$ cat src/rtl/sound_pkg.sv
// Sound ids, FSM states and melody tables shared by the speaker path.
package sound_pkg;

  // Encoding doubles as arbitration priority (higher value wins).
  typedef enum logic [1:0] {
    SND_NONE  = 2'd0,
    SND_CLICK = 2'd1,
    SND_SCORE = 2'd2,
    SND_OVER  = 2'd3
  } sound_t;

  typedef enum logic [1:0] {
    ST_IDLE,
    ST_PLAY,
    ST_GAP
  } state_t;

  localparam int unsigned MAX_NOTES  = 3;
  localparam int unsigned NOTE_IDX_W = $clog2(MAX_NOTES);
  localparam int unsigned NOTE_HP_W  = 4;
  localparam int unsigned TOG_W      = 3;

  typedef struct packed {
    logic [NOTE_HP_W-1:0] hp;
    logic [TOG_W-1:0]     toggles;
  } note_t;

  // Index of the final note of each melody.
  function automatic logic [NOTE_IDX_W-1:0] last_note(input sound_t snd);
    case (snd)
      SND_SCORE: return NOTE_IDX_W'(1);
      SND_OVER:  return NOTE_IDX_W'(2);
      default:   return NOTE_IDX_W'(0);
    endcase
  endfunction

  function automatic note_t note_lookup(input sound_t snd,
                                        input logic [NOTE_IDX_W-1:0] idx);
    note_t n;
    n = '{hp: '0, toggles: '0};
    case (snd)
      SND_CLICK: n = '{hp: 4'd4, toggles: 3'd6};
      SND_SCORE: begin
        case (idx)
          NOTE_IDX_W'(0): n = '{hp: 4'd3, toggles: 3'd4};
          default:        n = '{hp: 4'd2, toggles: 3'd4};
        endcase
      end
      SND_OVER: begin
        case (idx)
          NOTE_IDX_W'(0): n = '{hp: 4'd5, toggles: 3'd4};
          NOTE_IDX_W'(1): n = '{hp: 4'd6, toggles: 3'd4};
          default:        n = '{hp: 4'd8, toggles: 3'd6};
        endcase
      end
      default: n = '{hp: '0, toggles: '0};
    endcase
    return n;
  endfunction

endpackage

$ cat src/rtl/sound_player_tone_gen.sv
// Square-wave generator for one note: half-period counter, toggle counter
// and the speaker flop. Sequenced by sound_player.
module tone_gen
  import sound_pkg::*;
#(
  parameter int unsigned HP_SHIFT = 10,
  parameter int unsigned HP_WIDTH = 16
) (
  input  logic                 clk,
  input  logic                 rst_n,
  input  logic                 i_ce,
  input  logic                 i_clear,
  input  logic                 i_run,
  input  logic [NOTE_HP_W-1:0] i_hp,
  input  logic [TOG_W-1:0]     i_toggles,
  output logic                 o_speaker,
  output logic                 o_note_done
);

  logic [HP_WIDTH-1:0] r_hp_cnt;
  logic [TOG_W-1:0]    r_tog_cnt;
  logic                r_speaker;
  logic [HP_WIDTH-1:0] w_hp_last;
  logic                w_wrap;
  logic                w_step;

  assign w_hp_last   = (HP_WIDTH'(i_hp) << HP_SHIFT) - HP_WIDTH'(1);
  assign w_wrap      = (r_hp_cnt == w_hp_last);
  assign w_step      = i_ce & i_run & ~i_clear;
  assign o_note_done = w_step & w_wrap & ((r_tog_cnt + TOG_W'(1)) == i_toggles);
  assign o_speaker   = r_speaker;

  // Count half-periods and toggle the speaker at each wrap.
  always_ff @(posedge clk or negedge rst_n) begin
    if (!rst_n) begin
      r_hp_cnt  <= '0;
      r_tog_cnt <= '0;
      r_speaker <= 1'b0;
    end else if (i_ce) begin
      if (i_clear) begin
        r_hp_cnt  <= '0;
        r_tog_cnt <= '0;
        r_speaker <= 1'b0;
      end else if (i_run) begin
        if (w_wrap) begin
          r_hp_cnt  <= '0;
          r_speaker <= ~r_speaker;
          r_tog_cnt <= r_tog_cnt + TOG_W'(1);
        end else begin
          r_hp_cnt <= r_hp_cnt + HP_WIDTH'(1);
        end
      end
    end
  end

endmodule

$ cat src/rtl/sound_player.sv
// Turns one-cycle game events into short square-wave melodies on the
// speaker pin, with priority preemption between events.
module sound_player
  import sound_pkg::*;
#(
  parameter int unsigned HP_SHIFT   = 10,
  parameter int unsigned GAP_CYCLES = 2,
  parameter int unsigned HP_WIDTH   = 16
) (
  input  logic   clk,
  input  logic   rst_n,
  input  logic   ce,
  input  logic   click_req,
  input  logic   score_req,
  input  logic   over_req,
  output logic   speaker,
  output logic   busy,
  output sound_t sound
);

  localparam int unsigned GAP_W = (GAP_CYCLES > 1) ? $clog2(GAP_CYCLES) : 1;

  state_t                r_state,    w_state_nxt;
  sound_t                r_sound,    w_sound_nxt;
  logic [NOTE_IDX_W-1:0] r_note_idx, w_note_idx_nxt;
  logic [GAP_W-1:0]      r_gap_cnt,  w_gap_cnt_nxt;

  sound_t w_req;
  logic   w_accept;
  note_t  w_note;
  logic   w_note_done;
  logic   w_tg_clear;
  logic   w_tg_run;

  // Pick the highest pending request and decide whether it may preempt.
  always_comb begin
    w_req = SND_NONE;
    if (over_req)       w_req = SND_OVER;
    else if (score_req) w_req = SND_SCORE;
    else if (click_req) w_req = SND_CLICK;
    w_accept = ce && (w_req != SND_NONE) &&
               ((r_state == ST_IDLE) || (w_req >= r_sound));
  end

  assign w_note     = note_lookup(r_sound, r_note_idx);
  assign w_tg_run   = (r_state == ST_PLAY);
  // Tone counters stay cleared outside PLAY, so GAP and IDLE need no extra reset.
  assign w_tg_clear = w_accept | (r_state != ST_PLAY);

  tone_gen #(
    .HP_SHIFT (HP_SHIFT),
    .HP_WIDTH (HP_WIDTH)
  ) u_tone_gen (
    .clk         (clk),
    .rst_n       (rst_n),
    .i_ce        (ce),
    .i_clear     (w_tg_clear),
    .i_run       (w_tg_run),
    .i_hp        (w_note.hp),
    .i_toggles   (w_note.toggles),
    .o_speaker   (speaker),
    .o_note_done (w_note_done)
  );

  // Melody sequencer state register.
  always_ff @(posedge clk or negedge rst_n) begin
    if (!rst_n) begin
      r_state    <= ST_IDLE;
      r_sound    <= SND_NONE;
      r_note_idx <= '0;
      r_gap_cnt  <= '0;
    end else begin
      r_state    <= w_state_nxt;
      r_sound    <= w_sound_nxt;
      r_note_idx <= w_note_idx_nxt;
      r_gap_cnt  <= w_gap_cnt_nxt;
    end
  end

  // Next-state logic; acceptance overrides same-tick note-end and gap-end.
  always_comb begin
    w_state_nxt    = r_state;
    w_sound_nxt    = r_sound;
    w_note_idx_nxt = r_note_idx;
    w_gap_cnt_nxt  = r_gap_cnt;
    if (w_accept) begin
      w_state_nxt    = ST_PLAY;
      w_sound_nxt    = w_req;
      w_note_idx_nxt = '0;
      w_gap_cnt_nxt  = '0;
    end else if (ce) begin
      case (r_state)
        ST_PLAY: begin
          if (w_note_done) begin
            w_gap_cnt_nxt = '0;
            if (r_note_idx == last_note(r_sound)) begin
              w_state_nxt    = ST_IDLE;
              w_sound_nxt    = SND_NONE;
              w_note_idx_nxt = '0;
            end else begin
              w_state_nxt = ST_GAP;
            end
          end
        end
        ST_GAP: begin
          if (r_gap_cnt == GAP_W'(GAP_CYCLES - 1)) begin
            w_state_nxt    = ST_PLAY;
            w_note_idx_nxt = r_note_idx + NOTE_IDX_W'(1);
            w_gap_cnt_nxt  = '0;
          end else begin
            w_gap_cnt_nxt = r_gap_cnt + GAP_W'(1);
          end
        end
        default: ;
      endcase
    end
  end

  assign busy  = (r_state != ST_IDLE);
  assign sound = r_sound;

endmodule

$ cat config.mk
export PLATFORM = sky130hd
export DESIGN_NAME = sound_player
export DESIGN_NICKNAME = d
export VERILOG_FILES = /design/src/rtl/sound_pkg.sv /design/src/rtl/sound_player_tone_gen.sv /design/src/rtl/sound_player.sv
export SDC_FILE = /design/constraint.sdc
export NUM_CORES = 1
export LEC_CHECK = 0
export BUFFER_PORTS_ARGS = -buffer_cell sky130_fd_sc_hd__buf_2
export CAP_MARGIN = 25
export CELL_PAD_IN_SITES_DETAIL_PLACEMENT = 1
export CELL_PAD_IN_SITES_GLOBAL_PLACEMENT = 1
export CORE_MARGIN = 2
export CORE_UTILIZATION = 50
export DETAILED_ROUTE_END_ITERATION = 16
export GPL_TIMING_DRIVEN = 1
export HOLD_SLACK_MARGIN = 0.06
export PLACE_DENSITY = 0.92
export SETUP_SLACK_MARGIN = 0.4
export SLEW_MARGIN = 20
export SYNTH_ARGS = -nofsm -noshare
export SYNTH_HDL_FRONTEND = slang
export SYNTH_SLANG_ARGS = --single-unit
$ cat constraint.sdc
create_clock -name clk -period 4.6 [get_ports clk]
set_clock_uncertainty 0.2 [all_clocks]
set_input_delay 0 -clock clk [delete_from_list [all_inputs] [get_ports clk]]
set_output_delay 0 -clock clk [all_outputs]
set_load 0.05 [all_outputs]
==> results.md <==
- Status: complete, no violations
- Slew @ Worst Pin: 0.603 ns
- Worst skew pair latency: 0.34 ns
- Vias in the first global route: 1632
- Global-route wire length before repair: 7550 um
- Area occupied by multi-input gates: 982 um2
- Slew headroom: 0.597
- Final worst-path cycle share: 0.617
- Fillers: 389
- Psw: 0.316 mW
- DIE HEIGHT: 62.7 um
- R2r setup slk: 1.76 ns
- Fin. Hold Viols: 0
- Arr. time, crit path: 2.88 ns
- Critical Path End: r_note_idx[0]$_DFFE_PN0P_
- Crit path max fanout: 9
- RSZ-0062 raised after global routing: no
- IO Pins: 10
- Nets: 219
- Distinct cells, synth: 39
- Wire per inst: 17.5 um
- Max-slew violations: 0
- Placer Congestion: 0.781
- # diodes: 0
- Htree depth: 1
- Area Growth Syn to Fin: 11.5%
- CTS max path bufs: 2
- Post-synthesis register bit count: 27
- Pwr dens: 378 nW/um2
- Post-CTS Setup Repair Bufs: 0
- Port Buffers: 9
- Pleak: 0.842 nW
- Syn nets: 200
- Clk pwr share: 0.152
- Die Area: 3930 um2
- Drt first pass iters: 6
- # DRC: 0
- Gr usage total: 0.240
- CP max stage delay: 0.53 ns
- Int Pwr: 0.411 mW
- Switch share: 0.435
- Kind of start point of the critical path: register
- Vias per cell: 5.83
- GR Overflow Total: 0
- Worst r2r dst: r_note_idx[0]$_DFFE_PN0P_
- Row cnt: 21
- Largest net degree at the start of global routing: 28
- Synthesized area per cell: 9.51 um2
- DRT antenna net count: 0
- Fin crit period: 2.84 ns
- Layout cells sized above 1: 0.0955
- Critical Path Start: sound[0]$_DFFE_PN0P_
- Die Wd: 62.7 um
- Crit Path Class: register to register
- CTS sink count: 27
- Initial antenna violation count: 0
- CTS tree: done
- Post-Route WL: 4300 um
- TNS Setup: 0 ns
- Sequential share of power: 0.410
- CP required: 4.64 ns
- Sequential cell area: 676 um2
- Final setup viols: 0
- Logic pwr share: 0.438
- Initial Util: 0.520
- HP Class: input pin to register
- Post-CTS sizing: 0
- CTS Buf Count: 3
- Post-synthesis sequential area ratio: 0.392
- Hold_sp: score_req
- Most common cell after layout, fill and taps aside: dfrtp_1
- Most frequent cells in the layout: 27 x dfrtp_1, 22 x nor2_1, 13 x inv_1, 13 x ha_1, 12 x xor2_1
- Max cap viols: 0
- Dpl hpwl: 3340 um
- CP Cell Sequence: inv_1, ha_1, nor3_1, o211ai_1, nor4_1, o2111ai_1, a21o_1, mux2_4
- Via count: 1429
- Crit. End Element: register
- Core Area: 3310 um2
- Synth warnings: 0
- Cell Area, Placed: 1810 um2
- Slowest-stage cell, CP: dfrtp_1
- Iteration-0 DRC Markers: 38
- Clk slew on worst S/H paths: 0.15 ns
- Gate Count Post-Synth: 181
- Max Freq: 0.352 GHz
- FF-to-FF Start: sound[0]$_DFFE_PN0P_
- Worst Reg2Reg Path Length in Cells: 8
- Worst vdd ir: 0.197 mV
- CTS Root Buffer Type: clkbuf_4
- Synthesized cell area: 1720 um2
- Fin area: 1920 um2
cell families after synthesis:
kind of cell | Yosys count | share of synthesized area
flip-flops | 27 | 0.392
multiplexers | 4 | 0.0262
adder cells (fa/ha/maj) | 13 | 0.0945
XOR/XNOR | 22 | 0.112
buffers and inverters | 15 | 0.0371
AND/OR/NAND/NOR | 72 | 0.213
AO/OA/AOI/OAI | 28 | 0.125
area by class of cell:
type,count,area share
Timing Repair Buffer,16,0.0652
Multi-Input combinational cell,139,0.512
Sequential cell,27,0.352
Tap cell,46,0.0300
Clock buffer,3,0.0117
Inverter,13,0.0254
Clock inverter,1,0.00391
cell usage after synthesis, drive strengths merged:
library cell,number,share of area
and4,2,0.010
xor2,12,0.061
mux2,1,0.0087
and3,5,0.018
nand4,5,0.018
a211o,1,0.0051
a31oi,1,0.0036
nor4,3,0.011
or3,1,0.0065
dfrtp,27,0.39
or2,1,0.0036
o31a,1,0.0051
and2,1,0.0036
ha,13,0.094
a22o,1,0.0051
a211oi,2,0.016
o21a,2,0.0087
a21o,3,0.013
o211ai,3,0.013
buf,1,0.0065
o21ai,7,0.023
mux2i,3,0.017
inv,13,0.028
nor3,5,0.015
nand2,10,0.022
nor2b,4,0.015
o22ai,1,0.0036
a21oi,3,0.0087
clkbuf,1,0.0022
nand3,9,0.026
a21boi,2,0.015
nor2,22,0.048
xnor2,10,0.051
o2111ai,1,0.0051
nand2b,3,0.011
nor4bb,1,0.0058
worst min-delay path by stage:
stage / slack [ns] / endpoint / cells past startpoint
after floorplan: -0.50 / r_gap_cnt$_DFFE_PN0P_ / 0
after global placement: -0.17 / u_tone_gen.r_hp_cnt[8]$_DFFE_PN0P_ / 1
after detailed placement: -0.15 / u_tone_gen.r_hp_cnt[6]$_DFFE_PN0P_ / 1
after CTS: 0.06 / sound[1]$_DFFE_PN0P_ / 4
after global routing: 0.11 / sound[1]$_DFFE_PN0P_ / 4
final: 0.07 / sound[1]$_DFFE_PN0P_ / 4
layer usage:
metal  wire [um]  vias to the layer above  global-route usage  part of all wire
met5           0                        -                   0                 0
met4         130                        0              0.0944             0.030
met3         151                       14              0.0288             0.035
met2        2160                       37               0.423              0.50
met1        1850                      717               0.300              0.43
li1            -                      661                   -                 -
power groups by stage:
stage / registers, mW / clock network [mW] / logic [mW]
floorplan: 0.318 / 0 / 0.209
global placement: 0.295 / 0 / 0.287
detailed placement: 0.300 / 0 / 0.308
CTS: 0.296 / 0.111 / 0.316
global route: 0.301 / 0.121 / 0.350
finish: 0.298 / 0.111 / 0.318
state kept, by name (all words and copies together) (netlist names):
signal and flops:
u_tone_gen.o_speaker 1, u_tone_gen.r_hp_cnt 16, r_gap_cnt 1, r_state 2, u_tone_gen.r_tog_cnt 3, sound 2, r_note_idx 2
stage by stage:
step	setup WS, ns	std cells	total power [mW]	hold slack [ns]	util
floorplan	1.92	181	0.527	-0.496	-
global placement	2.04	234	0.582	-0.169	0.546
detailed placement	1.83	234	0.608	-0.155	0.546
CTS	1.80	245	0.723	0.0641	0.580
global route	1.52	245	0.773	0.109	0.580
finish	1.76	245	0.726	0.0678	0.580
critical path, delay by kind of cell (launching register included):
| kind | cells | cell delay, ns |
|---|---|---|
| compound gates | 3 | 0.65 |
| buf+inv | 1 | 0.16 |
| flops | 1 | 0.53 |
| fa+ha+maj | 1 | 0.30 |
| simple gates | 2 | 0.65 |
| mux | 1 | 0.26 |
what timing repair did:
action	4_1_cts	5_1_grt
hold buffers	7	0
endpoints found under the hold margin	44	0
setup endpoints to repair	0	0
Note: power is estimated with default switching activity, not from simulation.
